--- config.mk ---
export PLATFORM = sky130hd
export DESIGN_NAME = serial_sub8
export DESIGN_NICKNAME = d
export VERILOG_FILES = /design/src/rtl/serial_arith_pkg.sv /design/src/rtl/full_sub1.sv /design/src/rtl/serial_sub8.sv
export SDC_FILE = /design/constraint.sdc
export NUM_CORES = 1
export LEC_CHECK = 0
export CAP_MARGIN = 20
export CORE_MARGIN = 2
export CORE_UTILIZATION = 30
export CTS_CLUSTER_DIAMETER = 30
export DETAILED_ROUTE_END_ITERATION = 10
export HOLD_SLACK_MARGIN = 0.03
export PLACE_DENSITY = 0.47
export SLEW_MARGIN = 20
export SYNTH_ARGS = -nofsm -noshare
export SYNTH_HDL_FRONTEND = slang
export SYNTH_HIERARCHICAL = 1
export SYNTH_SLANG_ARGS = --single-unit
--- constraint.sdc ---
create_clock -name clk -period 4.18 [get_ports clk]
set_input_delay 0.836 -clock clk [delete_from_list [all_inputs] [get_ports clk]]
set_output_delay 0.836 -clock clk [all_outputs]
set_load 0.05 [all_outputs]
--- src/rtl/serial_arith_pkg.sv ---
// serial_arith_pkg: definitions shared by the bit-serial arithmetic blocks.
// This package is used by serial_sub8. It is intended to be reused by the
// planned serial adder and serial multiplier.
//   state_e        : FSM state encoding (IDLE=0, SHIFT=1, DONE=2)
//   DEFAULT_WIDTH  : default operand width
//   DEFAULT_CNT_W  : bit-counter width for DEFAULT_WIDTH
//   cnt_width()    : bit-counter width for an arbitrary operand width
package serial_arith_pkg;

  localparam int DEFAULT_WIDTH = 8;

  typedef enum logic [1:0] {
    ST_IDLE  = 2'd0,
    ST_SHIFT = 2'd1,
    ST_DONE  = 2'd2
  } state_e;

  localparam int DEFAULT_CNT_W = $clog2(DEFAULT_WIDTH);

  // The counter only has to reach w-1, so $clog2(w) bits are enough.
  // The result is clamped to 1 so that the counter never has zero width.
  function automatic int cnt_width(input int w);
    return (w < 2) ? 1 : $clog2(w);
  endfunction

endpackage

--- src/rtl/full_sub1.sv ---
// full_sub1: combinational 1-bit full subtractor.
//   a  : minuend bit
//   b  : subtrahend bit
//   br : borrow in
//   d  : difference bit, a - b - br
//   bo : borrow out; high when a < b + br
module full_sub1 (
  input  logic a,
  input  logic b,
  input  logic br,
  output logic d,
  output logic bo
);

  assign d  = a ^ b ^ br;
  assign bo = (~a & b) | (~a & br) | (b & br);

endmodule

--- src/rtl/serial_sub8.sv ---
// serial_sub8: bit-serial unsigned subtractor with borrow.
// It computes diff = x - y - bin, one bit per clock, LSB first. A single
// full_sub1 cell is used, and operands and result live in shift registers.
//   clk, rst_n      : clock and asynchronous active-low reset
//   start           : request; accepted when not busy (IDLE or DONE)
//   x, y, bin       : operands and borrow-in; captured on the accepting edge
//   busy            : high for the WIDTH cycles of the shift phase
//   done            : one-cycle pulse when diff/bout are updated
//   diff, bout      : result and borrow-out; held until the next done
module serial_sub8
  import serial_arith_pkg::*;
#(
  parameter int WIDTH = DEFAULT_WIDTH
) (
  input  logic             clk,
  input  logic             rst_n,
  input  logic             start,
  input  logic [WIDTH-1:0] x,
  input  logic [WIDTH-1:0] y,
  input  logic             bin,
  output logic             busy,
  output logic             done,
  output logic [WIDTH-1:0] diff,
  output logic             bout
);

  localparam int CNT_W = cnt_width(WIDTH);
  localparam logic [CNT_W-1:0] LAST_BIT = CNT_W'(WIDTH - 1);

  state_e             state_q, state_d;
  logic [WIDTH-1:0]   a_q, a_d;
  logic [WIDTH-1:0]   b_q, b_d;
  logic [WIDTH-1:0]   res_q, res_d;
  logic [WIDTH-1:0]   diff_q, diff_d;
  logic [CNT_W-1:0]   cnt_q, cnt_d;
  logic               br_q, br_d;
  logic               bout_q, bout_d;
  logic               busy_q, busy_d;
  logic               done_q, done_d;

  logic               cell_d;
  logic               cell_bo;

  full_sub1 u_cell (
    .a  (a_q[0]),
    .b  (b_q[0]),
    .br (br_q),
    .d  (cell_d),
    .bo (cell_bo)
  );

  always_comb begin
    state_d = state_q;
    a_d     = a_q;
    b_d     = b_q;
    res_d   = res_q;
    diff_d  = diff_q;
    cnt_d   = cnt_q;
    br_d    = br_q;
    bout_d  = bout_q;

    case (state_q)
      // In the DONE cycle a new start is accepted, just as in IDLE. This
      // lets operations run back to back with no idle cycle between them.
      ST_IDLE, ST_DONE: begin
        if (start) begin
          a_d     = x;
          b_d     = y;
          br_d    = bin;
          res_d   = '0;
          cnt_d   = '0;
          state_d = ST_SHIFT;
        end else begin
          state_d = ST_IDLE;
        end
      end
      ST_SHIFT: begin
        a_d   = a_q >> 1;
        b_d   = b_q >> 1;
        res_d = {cell_d, res_q[WIDTH-1:1]};
        br_d  = cell_bo;
        cnt_d = cnt_q + CNT_W'(1);
        if (cnt_q == LAST_BIT) begin
          // Publish only the complete word, so that partial results are
          // never visible on diff.
          diff_d  = {cell_d, res_q[WIDTH-1:1]};
          bout_d  = cell_bo;
          state_d = ST_DONE;
        end
      end
      default: state_d = ST_IDLE;
    endcase

    // busy and done are decoded from the next state, so both are registered.
    busy_d = (state_d == ST_SHIFT);
    done_d = (state_d == ST_DONE);
  end

  always_ff @(posedge clk or negedge rst_n) begin
    if (!rst_n) begin
      state_q <= ST_IDLE;
      a_q     <= '0;
      b_q     <= '0;
      res_q   <= '0;
      diff_q  <= '0;
      cnt_q   <= '0;
      br_q    <= 1'b0;
      bout_q  <= 1'b0;
      busy_q  <= 1'b0;
      done_q  <= 1'b0;
    end else begin
      state_q <= state_d;
      a_q     <= a_d;
      b_q     <= b_d;
      res_q   <= res_d;
      diff_q  <= diff_d;
      cnt_q   <= cnt_d;
      br_q    <= br_d;
      bout_q  <= bout_d;
      busy_q  <= busy_d;
      done_q  <= done_d;
    end
  end

  assign busy = busy_q;
  assign done = done_q;
  assign diff = diff_q;
  assign bout = bout_q;

endmodule

==> results of run 1 <==
==> final cells by class <==
type	instances	area share, %
inverters	4	0.7028
well taps	80	4.016
multi-input cells	95	38.76
flip-flops and latches	40	40.16
repair buffers	33	12.75
clock buffers	8	3.614
==> through the flow <==
step / instance area, um^2 / setup slack (ns) / power (mW) / utilization [%]
detailed placement: 2402 / 1.644 / 1.472 / 35.56
global placement: 2402 / 1.683 / 1.444 / 35.56
finish: 2492 / 1.888 / 1.708 / 36.89
CTS: 2492 / 1.866 / 1.746 / 36.89
floorplan: 2083 / 2.642 / 1.277 / -
global route: 2492 / 1.825 / 1.837 / 36.89
==> per-layer routing <==
layer  vias to the layer above  global-route usage, %  part of all wire, %  wire (um)
met1                       608                  13.86                   46       1756
li1                        588                      -                    -          -
met3                         5                  2.938                  3.7        142
met2                        26                  18.39                   49       1850
met5                         -                      0                    0          0
met4                         0                  4.196                  1.1         43
==> sequential cells by signal, indices dropped and copies added, names as in the netlist <==
name,count
bout,1
busy,1
a_q,8
diff,8
res_q,7
cnt_q,3
state_q,2
b_q,8
br_q,1
done,1
==> logic make-up after synthesis <==
logic type / synth area share, %
xor+xnor: 0.4205
mux: 37.72
compound gates: 2.102
buf+inv: 5.586
simple gates: 3.964
flops: 48.05
fa+ha+maj: 2.162
==> worst min-delay path by stage <==
stage / endpoint / slack (ns) / depth (start not counted)
finish: diff[5] / 0.51 / 1
detailed placement: diff[5] / 0.50 / 1
floorplan: cnt_q[1] / 0.49 / 1
CTS: diff[5] / 0.52 / 1
global placement: diff[6] / 0.49 / 1
global route: diff[5] / 0.53 / 1
==> power breakdown <==
part           internal (mW)  switching, mW
clock network          0.135          0.131
logic                  0.381          0.362
registers              0.548          0.151
==> Yosys cell counts (all sizes together) <==
cell and count:
xnor2 1, mux2 14, nand3 2, nor3b 1, a22o 3, mux2i 59
buf 11, nor2 2, inv 4, o21ai 2, ha 2, a21o 1
fa 1, dfrtp 40, nand2b 6, nand3b 1
==> impl_metrics.json, run 1 <==
{
  "endpoint": "diff[7]",
  "postCtsHoldBufs": 0,
  "syn_area_um2": 2083,
  "routed_via_density": 4.719,
  "worstPathMaxFanout": 2,
  "max_freq_ghz": 0.4364,
  "clk_pin_slew_ns": 0.08,
  "cp.arrival_ns": 1.46,
  "min-delay-start": "diff[5]",
  "period_share_pct": 54.82,
  "dr.pass1.iters": 2,
  "drive_gt1_share_pct": 13.33,
  "fp.coreArea_um2": 6756,
  "antenna_found_initial": 0,
  "fin_hold_ws_ns": 0.5128,
  "r2r_cells": 4,
  "fin_nets": 202,
  "worstReg2RegStart": "state_q[1]",
  "ys_seq_elements": 40,
  "synth.top_cell.area_share_pct": 48.05,
  "yosysSeqAreaShare_pct": 48.05,
  "hold_viol_final": 0,
  "yosys_warnings": 6,
  "maxCapViolations": 0,
  "synth.distinct_cells": 22,
  "die_area_um2": 7627,
  "setup_viol": 0,
  "dp_hpwl_um": 2583,
  "vias": 1227,
  "placementRows": 30,
  "required_ns": 3.34,
  "crit_family": "buffers and inverters",
  "initialDrtViolationCount": 55,
  "synth_top_area_cell": "dfrtp_1",
  "max_stage_delay_ns": 0.80,
  "grt.total_usage_pct": 11.13,
  "htree_levels": 2,
  "grt_pass1_wl_um": 6582,
  "rr_endpoint": "diff[0]",
  "worst-path-stages": 1,
  "antenna_cells": 0,
  "grt_pass1_vias": 1352,
  "worstSetupPathType": "flop to output pin",
  "grt-ovfl-total": 0,
  "root_buffer": "clkbuf_8",
  "status": "finished clean",
  "fin_setup_tns_ns": 0,
  "worstPathCellList": "clkdlybuf4s50_1",
  "stdcell_count": 260,
  "regArea_um2": 1001,
  "netlist_top_cells_area": "dfrtp_1, mux2i_1, mux2_4, buf_6, nand2b_1",
  "synthToLayoutAreaGrowth_pct": 19.64,
  "die_w_um": 87.33,
  "hp-class": "flop to flop",
  "cts_resized": 0,
  "clock_skew_ns": 0.003205,
  "vdd_drop_max_mv": 0.1915,
  "drt-total-wl_um": 3793,
  "syn_avg_cell_area_um2": 13.89,
  "multiInputGateArea_um2": 965.9,
  "slowest_stage": "clkdlybuf4s50_1",
  "drtAntennaViolNets": 0,
  "cts_buffers": 5,
  "dp.cells": 252,
  "crit_buf_inv": 1,
  "routedWlPerCell_um": 14.59,
  "end_kind": "output pin",
  "relSlewSlack_pct": 38.01,
  "rsz0062_at_grt": "false",
  "syn_inst": 150,
  "startpoint_type": "flop",
  "start_util_pct": 30.83,
  "grt_max_degree": 41,
  "cts.path.max_buffers": 2,
  "insertion_delay_ns": 0.29,
  "critPathLaunch": "diff[7]",
  "cts_setup_buffers": 0,
  "cts_tree": "built",
  "worstMarginPinSlew_ns": 0.9299,
  "gp_congestion": 0.6910,
  "report.final.slew_viol_count": 0,
  "r2r_slack_ns": 2.28,
  "num-fill-cells": 659,
  "mostFrequentLayoutCell": "mux2i_1",
  "drcViolationCount": 0,
  "p_per_area_nw_per_um2": 685.2,
  "final_cell_mix": "mux2i_1, dfrtp_1, clkdlybuf4s50_1",
  "dieHeight_um": 87.33,
  "io_buffers": 30,
  "synth_nets": 173,
  "min_period_ns": 2.292,
  "clock-sinks": 40,
  "ios": 31,
  "power_leakage_nw": 1.200
}
Power figures use the tool's default switching activity.
==> run 2, diff against run 1 <==
Clock period 4.18 ns to 2.3 ns, I/O delays scaled along.
==> impl_metrics.json, run 2 (same netlist as run 1, synthesis figures left out) <==
{
  "end_kind": "output pin",
  "status": "finished clean",
  "worstMarginPinSlew_ns": 0.4919,
  "antenna_cells": 0,
  "antenna_found_initial": 0,
  "max_stage_delay_ns": 0.80,
  "min_period_ns": 1.918,
  "final_cell_mix": "mux2i_1, dfrtp_1, clkdlybuf4s50_1",
  "fin_util_pct": 37.94,
  "clock_skew_ns": 0.004401,
  "slowest_stage": "clkdlybuf4s50_1",
  "worstSetupPathType": "flop to output pin",
  "num-fill-cells": 646,
  "clock-sinks": 40,
  "grt_pass1_vias": 1365,
  "dr.pass1.iters": 4,
  "root_buffer": "clkbuf_8",
  "clk_pin_slew_ns": 0.08,
  "worstPathCellList": "clkdlybuf4s50_1",
  "crit_buf_inv": 1,
  "fin_nets": 205,
  "setup_viol": 0,
  "vias": 1226,
  "place_area_um2": 2437,
  "startpoint_type": "flop",
  "routedWlPerCell_um": 14.20,
  "grt_pass1_wl_um": 6492,
  "clockPowerShare_pct": 19.2,
  "power_leakage_nw": 1.238,
  "vdd_drop_max_mv": 0.2817,
  "regArea_um2": 1001,
  "rr_endpoint": "b_q[4]",
  "p_per_area_nw_per_um2": 1275,
  "ios": 31,
  "cts_setup_buffers": 0,
  "initialDrtViolationCount": 11,
  "die_area_um2": 7627,
  "finalInstanceArea_um2": 2564,
  "fp.coreArea_um2": 6756,
  "postCtsHoldBufs": 0,
  "cts.path.max_buffers": 2,
  "p_int_mw": 2.085,
  "grt-ovfl-total": 0,
  "report.final.slew_viol_count": 0,
  "required_ns": 1.84,
  "start_util_pct": 30.83,
  "seqPwrFrac_pct": 37.7,
  "dp_hpwl_um": 2513,
  "cts_resized": 0,
  "power.switching_mw": 1.183,
  "switching_share_pct": 36.19,
  "htree_levels": 2,
  "maxCapViolations": 0,
  "mostFrequentLayoutCell": "mux2i_1",
  "grt.total_usage_pct": 10.89,
  "relSlewSlack_pct": 67.11,
  "r2r_cells": 3,
  "cts_tree": "built",
  "io_buffers": 30,
  "routed_via_density": 4.662,
  "fin_hold_ws_ns": 0.1290,
  "rsz0062_at_grt": "false",
  "worstReg2RegStart": "state_q[0]",
  "drive_gt1_share_pct": 15.85,
  "place_ws_ns": 0.5044,
  "placementRows": 30,
  "grt_max_degree": 41,
  "dieHeight_um": 87.33,
  "period_share_pct": 83.40,
  "cts_buffers": 5,
  "drcViolationCount": 0,
  "hp-class": "primary input to async pin",
  "hold_viol_final": 0,
  "crit_family": "buffers and inverters",
  "synthToLayoutAreaGrowth_pct": 23.06,
  "max_freq_ghz": 0.5213,
  "totalPowerFinal_mw": 3.268,
  "setup_slack_ns": 0.3817,
  "drt-total-wl_um": 3735,
  "insertion_delay_ns": 0.29,
  "gp_congestion": 0.7081,
  "r2r_slack_ns": 0.77,
  "multiInputGateArea_um2": 965.9,
  "dp.cells": 255,
  "die_w_um": 87.33,
  "worstPathMaxFanout": 2,
  "combPwrFrac_pct": 43.1,
  "stdcell_count": 263,
  "cp.arrival_ns": 1.46,
  "fin_setup_tns_ns": 0,
  "drtAntennaViolNets": 0
}
-- run 2: changes by cell type in the layout (fill, tap and decap cells not counted) --
| cell | before | now |
|---|---|---|
| buf_12 | 0 | 1 |
| bufinv_16 | 0 | 1 |
| clkbuf_8 | 6 | 7 |
| buf_4 | 3 | 5 |
| clkbuf_1 | 2 | 0 |
-- run 2: per-layer routing --
layer  wire (um)  up-vias  GRT usage, %
li1            -      594             -
met1        1794      601         13.47
met2        1751       26         18.39
met3         148        5         3.318
met4          41        0         2.937
met5           0        -             0
-- run 2: worst max-delay path by stage --
stage                to  cells after the start     start
2_1_floorplan   diff[0]                      6  cnt_q[0]
3_3_place_gp   cnt_q[2]                      4     start
3_5_place_dp     b_q[4]                      4     start
4_1_cts            bout                      1      bout
5_1_grt         diff[5]                      1   diff[5]
6_report           bout                      1      bout
-- run 2: final cells by class --
class / instances / share of cell area (%)
Sequential cell: 40 / 39.04
Multi-Input combinational cell: 95 / 37.68
Timing Repair Buffer: 36 / 13.76
Clock buffer: 7 / 3.758
Tap cell: 80 / 3.904
Inverter: 4 / 0.6833
Clock inverter: 1 / 1.171
-- run 2: power groups by stage --
stage	sequential [mW]	combinational, mW	clock [mW]
final	1.23	1.41	0.628
after global routing	1.28	1.54	0.682
after CTS	1.24	1.43	0.656
after detailed placement	1.25	1.43	0
after global placement	1.24	1.40	0
after floorplan	1.45	0.866	0
